[src/rtl/xm_mem_access_if.sv]
// rtl/xm_mem_access_if.sv - data-memory/MMIO request/acknowledge bus driven by the M stage
interface xm_mem_access_if #(
    parameter int ADDR_W = 12
);
    logic              mem_req;
    logic              mem_we;
    logic [ADDR_W-1:0] mem_addr;
    logic [31:0]       mem_wdata;
    logic              mem_ack;
    logic [31:0]       mem_rdata;

    modport master (
        output mem_req, mem_we, mem_addr, mem_wdata,
        input  mem_ack, mem_rdata
    );

    modport slave (
        input  mem_req, mem_we, mem_addr, mem_wdata,
        output mem_ack, mem_rdata
    );
endinterface

[src/rtl/xm_mem_access.sv]
// rtl/xm_mem_access.sv - M stage: lw/sw access with X/M stall, M/W result register (option: ACCESS_TIMEOUT_EN)
module xm_mem_access #(
    parameter int          ADDR_W   = 12,
    parameter int          TIMEOUT  = 255,
    parameter logic [31:0] ERR_CODE = 32'd7
) (
    input  logic                  clk,
    input  logic                  clr_n,
    input  logic                  i_xm_valid,
    input  logic [31:0]           i_xm_insn,
    input  logic [31:0]           i_xm_pc,
    input  logic [31:0]           i_xm_o,
    input  logic [31:0]           i_xm_b,
    input  logic [31:0]           i_xm_rstat,
    output logic                  o_xm_stall,
    xm_mem_access_if.master       mem,
    output logic                  o_mw_valid,
    output logic [31:0]           o_mw_insn,
    output logic [31:0]           o_mw_pc,
    output logic [31:0]           o_mw_o,
    output logic [31:0]           o_mw_d,
    output logic [31:0]           o_mw_rstat
);
    localparam logic [0:0] S_IDLE = 1'b0;
    localparam logic [0:0] S_WAIT = 1'b1;

    localparam logic [4:0] OPC_SW = 5'b00111;
    localparam logic [4:0] OPC_LW = 5'b01000;

    logic [0:0]        r_state;
    logic              r_we;
    logic              r_is_lw;
    logic [ADDR_W-1:0] r_addr;
    logic [31:0]       r_wdata;
    logic              r_mw_valid;
    logic [31:0]       r_mw_insn;
    logic [31:0]       r_mw_pc;
    logic [31:0]       r_mw_o;
    logic [31:0]       r_mw_d;
    logic [31:0]       r_mw_rstat;

    logic w_is_sw;
    logic w_is_lw;
    logic w_mem_op;
    logic w_done;
    logic w_timeout;

    assign w_is_sw  = (i_xm_insn[31:27] == OPC_SW);
    assign w_is_lw  = (i_xm_insn[31:27] == OPC_LW);
    assign w_mem_op = i_xm_valid & (w_is_sw | w_is_lw);

    // mem_req is high exactly while in WAIT, so ack is only ever looked at there
    assign w_done   = (r_state == S_WAIT) & mem.mem_ack;

`ifdef ACCESS_TIMEOUT_EN
    localparam int CNT_W = ($clog2(TIMEOUT + 1) > 8) ? $clog2(TIMEOUT + 1) : 8;

    logic [CNT_W-1:0] r_wait_cnt;

    // an ack arriving in the expiry cycle completes normally, hence the ~ack term
    assign w_timeout = (r_state == S_WAIT) & ~mem.mem_ack & (r_wait_cnt == CNT_W'(TIMEOUT));

    // count WAIT cycles; zero whenever idle so each access starts fresh
    always_ff @(posedge clk or negedge clr_n) begin
        if (!clr_n) begin
            r_wait_cnt <= '0;
        end else if (r_state == S_WAIT) begin
            r_wait_cnt <= r_wait_cnt + 1'b1;
        end else begin
            r_wait_cnt <= '0;
        end
    end
`else
    logic w_unused_cfg;

    assign w_timeout    = 1'b0;
    assign w_unused_cfg = ^{ERR_CODE, TIMEOUT};
`endif

    // hold X/M from decode of a mem op until the cycle the access finishes
    assign o_xm_stall = (r_state == S_IDLE) ? w_mem_op : ~(w_done | w_timeout);

    // two-state access sequencer plus the M/W result register
    always_ff @(posedge clk or negedge clr_n) begin
        if (!clr_n) begin
            r_state    <= S_IDLE;
            r_we       <= 1'b0;
            r_is_lw    <= 1'b0;
            r_addr     <= '0;
            r_wdata    <= '0;
            r_mw_valid <= 1'b0;
            r_mw_insn  <= '0;
            r_mw_pc    <= '0;
            r_mw_o     <= '0;
            r_mw_d     <= '0;
            r_mw_rstat <= '0;
        end else begin
            case (r_state)
                S_IDLE: begin
                    if (w_mem_op) begin
                        r_state    <= S_WAIT;
                        r_we       <= w_is_sw;
                        r_is_lw    <= w_is_lw;
                        r_addr     <= i_xm_o[ADDR_W-1:0];
                        r_wdata    <= i_xm_b;
                        r_mw_valid <= 1'b0;
                    end else begin
                        r_mw_valid <= i_xm_valid;
                        r_mw_insn  <= i_xm_insn;
                        r_mw_pc    <= i_xm_pc;
                        r_mw_o     <= i_xm_o;
                        r_mw_d     <= '0;
                        r_mw_rstat <= i_xm_rstat;
                    end
                end
                default: begin
                    if (w_done || w_timeout) begin
                        r_state    <= S_IDLE;
                        r_mw_valid <= 1'b1;
                        r_mw_insn  <= i_xm_insn;
                        r_mw_pc    <= i_xm_pc;
                        r_mw_o     <= i_xm_o;
                        r_mw_d     <= (w_done && r_is_lw) ? mem.mem_rdata : 32'd0;
                        r_mw_rstat <= w_done ? i_xm_rstat : ERR_CODE;
                    end
                end
            endcase
        end
    end

    assign mem.mem_req   = (r_state == S_WAIT);
    assign mem.mem_we    = r_we;
    assign mem.mem_addr  = r_addr;
    assign mem.mem_wdata = r_wdata;

    assign o_mw_valid = r_mw_valid;
    assign o_mw_insn  = r_mw_insn;
    assign o_mw_pc    = r_mw_pc;
    assign o_mw_o     = r_mw_o;
    assign o_mw_d     = r_mw_d;
    assign o_mw_rstat = r_mw_rstat;
endmodule

[src/flat_wrapper.sv]
// flat-port wrapper written by rule: the top's interface ports become plain ports
module xm_mem_access_flat 
#(
    parameter int          ADDR_W   = 12,
    parameter int          TIMEOUT  = 255,
    parameter logic [31:0] ERR_CODE = 32'd7
)
  (clk, clr_n, i_xm_valid, i_xm_insn, i_xm_pc, i_xm_o, i_xm_b, i_xm_rstat, o_xm_stall, o_mw_valid, o_mw_insn, o_mw_pc, o_mw_o, o_mw_d, o_mw_rstat, mem_mem_req, mem_mem_we, mem_mem_addr, mem_mem_wdata, mem_mem_ack, mem_mem_rdata);
  xm_mem_access_if #(.ADDR_W(ADDR_W)) mem_i ();
  input  logic clk;
  input  logic clr_n;
  input  logic i_xm_valid;
  input  logic [31:0] i_xm_insn;
  input  logic [31:0] i_xm_pc;
  input  logic [31:0] i_xm_o;
  input  logic [31:0] i_xm_b;
  input  logic [31:0] i_xm_rstat;
  output logic o_xm_stall;
  output logic o_mw_valid;
  output logic [31:0] o_mw_insn;
  output logic [31:0] o_mw_pc;
  output logic [31:0] o_mw_o;
  output logic [31:0] o_mw_d;
  output logic [31:0] o_mw_rstat;
  output wire logic [$bits(mem_i.mem_req)-1:0] mem_mem_req;
  output wire logic [$bits(mem_i.mem_we)-1:0] mem_mem_we;
  output wire logic [$bits(mem_i.mem_addr)-1:0] mem_mem_addr;
  output wire logic [$bits(mem_i.mem_wdata)-1:0] mem_mem_wdata;
  input wire logic [$bits(mem_i.mem_ack)-1:0] mem_mem_ack;
  input wire logic [$bits(mem_i.mem_rdata)-1:0] mem_mem_rdata;
  assign mem_mem_req = mem_i.mem_req;
  assign mem_mem_we = mem_i.mem_we;
  assign mem_mem_addr = mem_i.mem_addr;
  assign mem_mem_wdata = mem_i.mem_wdata;
  assign mem_i.mem_ack = mem_mem_ack;
  assign mem_i.mem_rdata = mem_mem_rdata;
  xm_mem_access #(.ADDR_W(ADDR_W), .TIMEOUT(TIMEOUT), .ERR_CODE(ERR_CODE)) u_core (.clk(clk), .clr_n(clr_n), .i_xm_valid(i_xm_valid), .i_xm_insn(i_xm_insn), .i_xm_pc(i_xm_pc), .i_xm_o(i_xm_o), .i_xm_b(i_xm_b), .i_xm_rstat(i_xm_rstat), .o_xm_stall(o_xm_stall), .mem(mem_i), .o_mw_valid(o_mw_valid), .o_mw_insn(o_mw_insn), .o_mw_pc(o_mw_pc), .o_mw_o(o_mw_o), .o_mw_d(o_mw_d), .o_mw_rstat(o_mw_rstat));
endmodule
[config.mk]
export PLATFORM = sky130hd
export DESIGN_NAME = xm_mem_access_flat
export DESIGN_NICKNAME = d
export VERILOG_FILES = /design/src/rtl/xm_mem_access_if.sv /design/src/rtl/xm_mem_access.sv /design/src/flat_wrapper.sv
export SDC_FILE = /design/constraint.sdc
export NUM_CORES = 1
export LEC_CHECK = 0
export ABC_AREA = 1
export CAP_MARGIN = 15
export CORE_AREA = 3 3 155 157
export CTS_BUF_LIST = sky130_fd_sc_hd__clkbuf_16
export CTS_CLUSTER_DIAMETER = 80
export DETAILED_ROUTE_END_ITERATION = 8
export DIE_AREA = 0 0 158 160
export DONT_BUFFER_PORTS = 1
export PLACE_DENSITY = 0.45
export SYNTH_ARGS = -nofsm -noshare
export SYNTH_HDL_FRONTEND = slang
export SYNTH_SLANG_ARGS = --single-unit
[constraint.sdc]
create_clock -name clk -period 1.6 [get_ports clk]
set_input_delay 0.24 -clock clk [delete_from_list [all_inputs] [get_ports clk]]
set_output_delay 0.24 -clock clk [all_outputs]
set_load 0.02 [all_outputs]
Yosys cells after proc, flatten, opt, wreduce, memory -nomap -nowiden
Cells that the tools add are included.
{"block": "op_classes", "bitwise_logic": 5, "n_reduce_logical": 3, "eq_ne": 4, "n_mux": 23}
{"operator": "32-bit two-way mux", "count": 16}
{"operator": "1-bit two-way mux", "count": 7}
{"operator": "5-bit by 3-bit equality test with 1-bit output (second input constant)", "count": 1}
{"operator": "5-bit by 4-bit equality test with 1-bit output (second input constant)", "count": 1}
{"operator": "2-bit AND reduction", "count": 2}
{"operator": "1-bit bitwise AND", "count": 2}
{"operator": "2-bit by 1-bit != test with 1-bit output (second input constant)", "count": 1}
{"operator": "2-bit != test (second input constant)", "count": 1}
{"operator": "1-bit NOT", "count": 2}
{"operator": "1-bit logical AND", "count": 1}
{"operator": "1-bit OR", "count": 1}
{"block": "totals", "ff_bits": 208, "out_inout_bits": 208, "inputBits": 196, "wordCells": 46}

Depth between registers and ports, before layout
Gate-level depths: netlist of run 1.
{"block": "depth", "ltp_word": 5, "mapped_depth": 9, "depth_no_buf": 7}

Worst setup path after synthesis of run 1
Ideal clock, no wire load.
{"block": "synth_path", "path_kind": "reg-to-output", "startpoint": "reg u_core.r_state, in the netlist u_core.mem.mem_req", "endpoint": "out o_xm_stall", "n_path_buf": 1, "path_stages_with_launch": 5, "required_ps": 1360, "arrival_ps": 1241, "slack_ps": 119, "cell_sequence": "dfrtp_1 > nor2_2 > nand4_1 > nand3_2 > buf_2"}
{"block": "synth_via", "elab_chain_len": 3}
{"element": "from (decl)", "line": "xm_mem_access.sv:30", "rtl": "logic [0:0] r_state;"}
{"element": "from (signal assigned)", "line": "xm_mem_access.sv:86", "rtl": "r_state <= S_IDLE;"}
{"element": "from (signal assigned)", "line": "xm_mem_access.sv:101", "rtl": "r_state <= S_WAIT;"}
{"element": "from (signal assigned)", "line": "xm_mem_access.sv:118", "rtl": "r_state <= S_IDLE;"}
{"element": "1-bit bitwise AND", "line": "xm_mem_access.sv:53", "rtl": "assign w_done = (r_state == S_WAIT) & mem.mem_ack;"}
{"element": "1-bit NOT", "line": "xm_mem_access.sv:81", "rtl": "assign o_xm_stall = (r_state == S_IDLE) ? w_mem_op : ~(w_done | w_timeout);"}
{"element": "1-bit two-way mux *", "line": "xm_mem_access.sv:81"}
{"element": "to (decl)", "line": "flat_wrapper.sv:18", "rtl": "output logic o_xm_stall;"}
Every way passes the cells marked *; elsewhere a longest branch is shown, timed or not.

Worst setup path in the final report of run 1
Ends and elaborated chain as after synthesis.

==> summary.txt, run 1 <==
STA
  – F_max: 565 MHz
  – Final hold violation count: 208
  – Final setup viols: 106
  – Final setup margin: -0.171 ns
  – Max Clock Skew: 0.00440 ns
  – Slew Limit Fails: 0
  – Worst slew margin: 57.8%
  – Fin crit period: 1.77 ns
  – Tcrit/Tclk final: 111%
  – Slew of the pin with the lowest slew margin: 0.633 ns
  – Hold slack final: -0.572 ns
  – Unrepaired setup endpoints after global routing: yes

Yosys
  – Mapped Cells: 908
  – Post-Syn Area: 8130 um^2
  – Post-synthesis mux area share: 0%
  – Synthesized Nets: 1104
  – Netlist cell types: 15
  – Sequential area share after synthesis: 64.0%
  – Post-Synth Simple-Gate Area: 31.5%
  – Ys Warns: 0
  – Post-synthesis compound-gate area fraction: 0.123%
  – XOR/XNOR Fraction of Synth Area: 0%
  – Largest family of logic cells by synthesized area: simple AND/OR/NAND/NOR gates
  – Synthesized area per cell: 8.95 um^2
  – Adder-cell share of the synthesized area: 0%
  – Synth Register Bits: 208

Route
  – Vias/cell: 4.86
  – Routed WL: 27.7 mm
  – Initial DRC count: 430
  – Drt pass-1 iters: 6
  – DR vias: 6876
  – Wire per inst: 19.6 um
  – DRC: 0
  – Antenna Nets Post-Route: 0

Setup path
  – CP Capture Type: primary output
  – CP Class: flop to primary output
  – Critical Path AT: 1.53 ns
  – CP max FO: 7
  – Startpoint Class: flop
  – Crit path required time: 1.36 ns

Run status
  – Status: finished with violations
  – Violated checks: hold timing, setup timing

Power and ir drop
  – Maximum vdd drop: 0.000648 V
  – Leak pwr: 5.90 nW
  – PwrDens: 1170 nW/um^2
  – Power Total: 13.7 mW

Clocking
  – Clk pin slew, worst setup/hold paths: 0.06 ns
  – Clock root buffer: clkbuf_16
  – Clk_lat worst skew: 0.50 ns
  – Max clock buf depth: 3
  – CTS tree: built
  – Num Clock Sinks: 208
  – H-tree Lvls: 1
  – Total CTS buffers: 24

Global routing
  – Number of global-route vias before repair: 7008
  – GRT overflow: 0
  – First-pass GRT wire length: 39.8 mm
  – Initial antenna violation count: 0
  – GR Util All Layers: 19.6%
  – Largest net degree at the start of global routing: 209

Placement
  – Placed cell count: 1151
  – DP HPWL: 16.0 mm
  – GP Congestion: 0.744
  – Post-Place Cell Area: 8400 um^2
  – Input/output buffers: 0

Finish
  – Ant diodes: 0
  – Layout cells sized above 1: 7.09%
  – Commonest cells after routing, fill and taps aside: nand2_1 (491), dfrtp_1 (208), dlygate4sd3_1 (194)
  – Final core utilization: 51.7%
  – Net count reported at finish: 1307
  – Non-filler instance count after layout: 1414
  – Area growth from synthesis to layout: 44.1%
  – Most common cell after layout, fill and taps aside: nand2_1
  – Design Area, Final: 11700 um^2

Floorplanning
  – Initial Utilization: 35.9%
  – Die Wd: 158 um
  – Die Ht: 160 um
  – Die area: 25300 um^2
  – I/O pin total: 404
  – Core area: 22600 um^2
  – Cell Rows: 55

Min path
  – Hold WC Path Type: primary input to asynchronous set/reset pin

Run
  – # Max-Cap Violations: 0
-- worst paths after layout --
kind	slack, ns	cells past startpoint	endpoint	from
max in group asynchronous	1.62	0	u_core.o_mw_rstat[31]$_DFFE_PN0P_	clr_n
min in group clk	0.03	4	u_core.o_mw_valid$_DFFE_PN0P_	i_xm_insn[28]
worst max-delay path	-0.17	4	o_xm_stall	u_core.mem.mem_req$_DFF_PN0_
worst max register to register	-0.15	10	u_core.o_mw_rstat[24]$_DFFE_PN0P_	u_core.mem.mem_req$_DFF_PN0_
worst min-delay path	-0.57	0	u_core.o_mw_insn[16]$_DFFE_PN0P_	clr_n
worst min register to register	0.55	2	u_core.r_is_lw$_DFFE_PN0P_	u_core.r_is_lw$_DFFE_PN0P_
-- Yosys cell counts, drive strengths merged --
cell / n / share of area [%]
dfrtp: 208 / 64
nand3: 133 / 8.3
buf: 38 / 3.2
nand2: 494 / 23
nor2: 6 / 0.31
inv: 8 / 0.37
o21ai: 2 / 0.12
nand4: 1 / 0.077
clkbuf: 18 / 0.83
-- logic make-up (layout without fill, tap and decap cells) --
kind of cell	Yosys count	after routing
compound gates	2	2
buf+inv	64	285
flops	208	208
simple gates	634	634
-- layout make-up --
class | count | area, um^2
timing repair buffer | 233 | 2720
sequential | 208 | 5200
clock inverter | 19 | 166
multi-input combinational | 636 | 2610
fill | 2026 | 10900
tap | 285 | 357
clock buffer | 25 | 626
inverter | 8 | 30.0
-- critical path, stage by stage, from the launching register on --
cell and delay, ns:
dfrtp_1 0.41, nor2_4 0.12, nand4_1 0.20, nand3_4 0.14
buf_16 0.15
-- metal layers --
metal	GRT usage, %	share of wire (%)	vias to the layer above
met3	7.62	10	36
met4	4.81	1.8	0
met2	34.5	50	314
li1	-	-	3254
met5	0	0	-
met1	22.4	38	3272
-- state kept, by name (all words and copies together) (netlist names) --
| signal | count |
|---|---|
| u_core.mem.mem_we | 1 |
| u_core.o_mw_pc | 32 |
| u_core.mem.mem_addr | 12 |
| u_core.o_mw_valid | 1 |
| u_core.o_mw_insn | 32 |
| u_core.o_mw_rstat | 32 |
| u_core.mem.mem_req | 1 |
| u_core.o_mw_o | 32 |
| u_core.o_mw_d | 32 |
| u_core.r_is_lw | 1 |
| u_core.mem.mem_wdata | 32 |
-- power breakdown --
group          total [mW]  leakage [nW]  switching (mW)  internal [mW]
Clock                5.44         0.398            2.14           3.30
Sequential           6.95          2.56            1.15           5.80
Combinational        1.26          2.95           0.552          0.709
Total                13.7          5.90            3.84           9.81
-- per-stage QoR --
| stage | hold slack (ns) | setup slack (ns) | TNS, ns |
|---|---|---|---|
| after global routing | -0.607 | -0.238 | -20.80 |
| after floorplan | -0.0556 | 0.119 | 0 |
| after global placement | -0.0501 | 0.152 | 0 |
| final | -0.572 | -0.171 | -6.49 |
| after detailed placement | -0.0509 | 0.0887 | 0 |
| after CTS | -0.603 | -0.231 | -16.71 |
-- repair_timing --
action / in CTS / in global routing
setup buffers: 4 / 5
resized for setup: 3 / 26
cloned: 3 / 13
endpoints found under the setup margin: 1 / 136
hold buffers: 193 / 1
pin swaps: 3 / 3
endpoints found under the hold margin: 413 / 209
Note: power is estimated with default switching activity, not from simulation.
==> inputs of run 2 (changes only) <==
--- a/config.mk
+++ b/config.mk
@@ -6,13 +6,14 @@
 export NUM_CORES = 1
 export LEC_CHECK = 0
 export ABC_AREA = 1
-export CAP_MARGIN = 15
+export CAP_MARGIN = 40
 export CORE_AREA = 3 3 155 157
 export CTS_BUF_LIST = sky130_fd_sc_hd__clkbuf_16
 export CTS_CLUSTER_DIAMETER = 80
 export DETAILED_ROUTE_END_ITERATION = 8
 export DIE_AREA = 0 0 158 160
 export DONT_BUFFER_PORTS = 1
+export HOLD_SLACK_MARGIN = 0.12
 export PLACE_DENSITY = 0.45
 export SYNTH_ARGS = -nofsm -noshare
 export SYNTH_HDL_FRONTEND = slang
==> summary.txt, run 2 (synthesis gave the netlist of run 1 again) <==
Finish
  – Layout cells sized above 1: 6.32% (-0.76 points)
  – Ant diodes: 0 (unchanged)
  – Net count reported at finish: 1301 (-0.46%)
  – Design Area, Final: 11500 um^2 (-1.5%)
  – Area growth from synthesis to layout: 41.9%
  – Commonest cells after routing, fill and taps aside: nand2_1 (492), dfrtp_1 (208), dlygate4sd3_1 (196)
  – Most common cell after layout, fill and taps aside: nand2_1
  – Final core utilization: 51.0% (-0.77 points)

Setup path
  – CP Launch Point: u_core.mem.mem_req$_DFF_PN0_
  – RR Startpoint: u_core.mem.mem_req$_DFF_PN0_
  – Slowest-stage cell, CP: dfrtp_1
  – CP max FO: 7 (unchanged)
  – R2R cell count: 9 (-1)
  – CP Class: flop to primary output
  – Reg2reg setup slack: -0.07 ns (+0.08 ns)
  – FF-to-FF End: u_core.o_mw_rstat[4]$_DFFE_PN0P_
  – Crit path required time: 1.36 ns (about the same)
  – CP Capture Type: primary output
  – Startpoint Class: flop
  – CP Cell Sequence: nor2_4 -> nand4_1 -> nand3_4 -> buf_16
  – Critical Path AT: 1.56 ns (+0.03 ns)
  – CP max stage delay: 0.41 ns (about the same)

Global routing
  – Number of global-route vias before repair: 7023 (+0.21%)
  – GRT overflow: 0 (unchanged)
  – Largest net degree at the start of global routing: 209 (unchanged)
  – First-pass GRT wire length: 39.8 mm (-0.14%)
  – Initial antenna violation count: 0 (unchanged)
  – GR Util All Layers: 19.6% (-0.028 points)

Clocking
  – Max clock buf depth: 3 (unchanged)
  – Total CTS buffers: 24 (unchanged)
  – CTS tree: built
  – Num Clock Sinks: 208 (unchanged)
  – CTS Hold Bufs: 197 (+2.1%)
  – Clock root buffer: clkbuf_16
  – H-tree Lvls: 1 (unchanged)
  – Clk_lat worst skew: 0.51 ns (about the same)
  – Clk pin slew, worst setup/hold paths: 0.06 ns (about the same)

Min path
  – Hold WC Path Type: primary input to asynchronous set/reset pin

Floorplanning
  – Die Ht: 160 um (unchanged)
  – Die area: 25300 um^2 (unchanged)
  – Cell Rows: 55 (unchanged)
  – Initial Utilization: 35.9% (unchanged)
  – Die Wd: 158 um (unchanged)
  – Core area: 22600 um^2 (unchanged)
  – I/O pin total: 404 (unchanged)

Route
  – Vias/cell: 4.80 (-1.2%)
  – Antenna Nets Post-Route: 0 (unchanged)
  – Routed WL: 26.7 mm (-3.5%)
  – DR vias: 6763 (-1.6%)
  – Drt pass-1 iters: 4 (-2)
  – DRC: 0 (unchanged)
  – Initial DRC count: 382 (-11%)
  – Wire per inst: 19.0 um (-3.1%)

STA
  – Unrepaired setup endpoints after global routing: yes
  – Final setup margin: -0.196 ns (-0.0247 ns)
  – Fin crit period: 1.80 ns (+0.0247 ns)
  – Final setup viols: 56 (-47%)
  – Final hold violation count: 208 (unchanged)
  – Worst slew margin: 56.9% (-0.83 points)
  – Slew Limit Fails: 0 (unchanged)
  – F_max: 557 MHz (-1.4%)
  – Hold slack final: -0.571 ns (+0.00139 ns)
  – Max Clock Skew: 0.00471 ns (+0.000305 ns)
  – Tcrit/Tclk final: 112% (+1.5 points)
  – Slew of the pin with the lowest slew margin: 0.646 ns (+0.0125 ns)

Run status
  – Violated checks: hold timing, setup timing
  – Status: finished with violations

Power and ir drop
  – Power Total: 13.6 mW (-0.39%)
  – Leak pwr: 5.84 nW (-0.98%)
  – Maximum vdd drop: 0.000648 V (about the same)
  – PwrDens: 1180 nW/um^2 (+1.1%)

Placement
  – DP HPWL: 16.0 mm (unchanged)
  – Input/output buffers: 0 (unchanged)
  – Post-Place Cell Area: 8400 um^2 (unchanged)
  – GP Congestion: 0.744 (unchanged)

Run
  – # Max-Cap Violations: 0 (unchanged)
==> run 2: changes by cell type in the layout (fill, tap and decap cells not counted), sizes merged <==
cell | before | now
buf | 29 | 23
clkbuf | 34 | 30
dlygate4sd3 | 194 | 196
bufbuf | 1 | 2
dlymetal6s4s | 0 | 1
==> run 2: where the power goes <==
part	switching [mW]	total [mW]	internal, mW
sequential	1.15	6.95	5.80
combinational	0.536	1.22	0.679
clock	2.13	5.44	3.30
==> run 2: layer usage <==
layer / track usage, % / vias to the layer above / wire length [um]
met3: 7.64 / 34 / 2880
met5: 0 / - / 0
met4: 4.69 / 0 / 509
li1: - / 3236 / -
met2: 34.5 / 298 / 13400
met1: 22.3 / 3195 / 9940
==> run 2: per-stage QoR <==
stage / setup TNS [ns] / hold WS, ns / setup slack [ns] / instances
3_5_place_dp: 0 / -0.0509 / 0.0887 / 1151
5_1_grt: -14.98 / -0.607 / -0.271 / 1408
6_report: -1.52 / -0.571 / -0.196 / 1408
4_1_cts: -16.71 / -0.603 / -0.231 / 1399
2_1_floorplan: 0 / -0.0556 / 0.119 / 908
3_3_place_gp: 0 / -0.0501 / 0.152 / 1151
==> run 2: repair_timing <==
item                                   in CTS  in global routing
buffers inserted                            4                  2
setup endpoints to repair                   1                164
endpoints found under the hold margin     414                208
pin swaps                                   3                  2
resized for setup                           3                 17
cloned                                      3                  7
==> run 2: area by class of cell <==
type | instances | area, um^2
fillers | 2037 | 11100
clock inverters | 19 | 166
inverters | 8 | 30.0
clock buffers | 25 | 626
multi-input cells | 636 | 2600
repair buffers | 227 | 2550
flip-flops and latches | 208 | 5200
well taps | 285 | 357
==> run 2: worst max-delay path, delay by kind of cell, from the launching register on <==
family / cells / cell delay (ns)
simple gates: 3 / 0.48
buf+inv: 1 / 0.15
flops: 1 / 0.41
==> run 2: worst max path at each step <==
stage | to | cells past startpoint
after floorplan | o_xm_stall | 4
after global placement | u_core.o_mw_o[7]$_DFFE_PN0P_ | 6
after detailed placement | u_core.o_mw_d[17]$_DFFE_PN0P_ | 6
after CTS | o_xm_stall | 4
after global routing | o_xm_stall | 4
final | o_xm_stall | 4
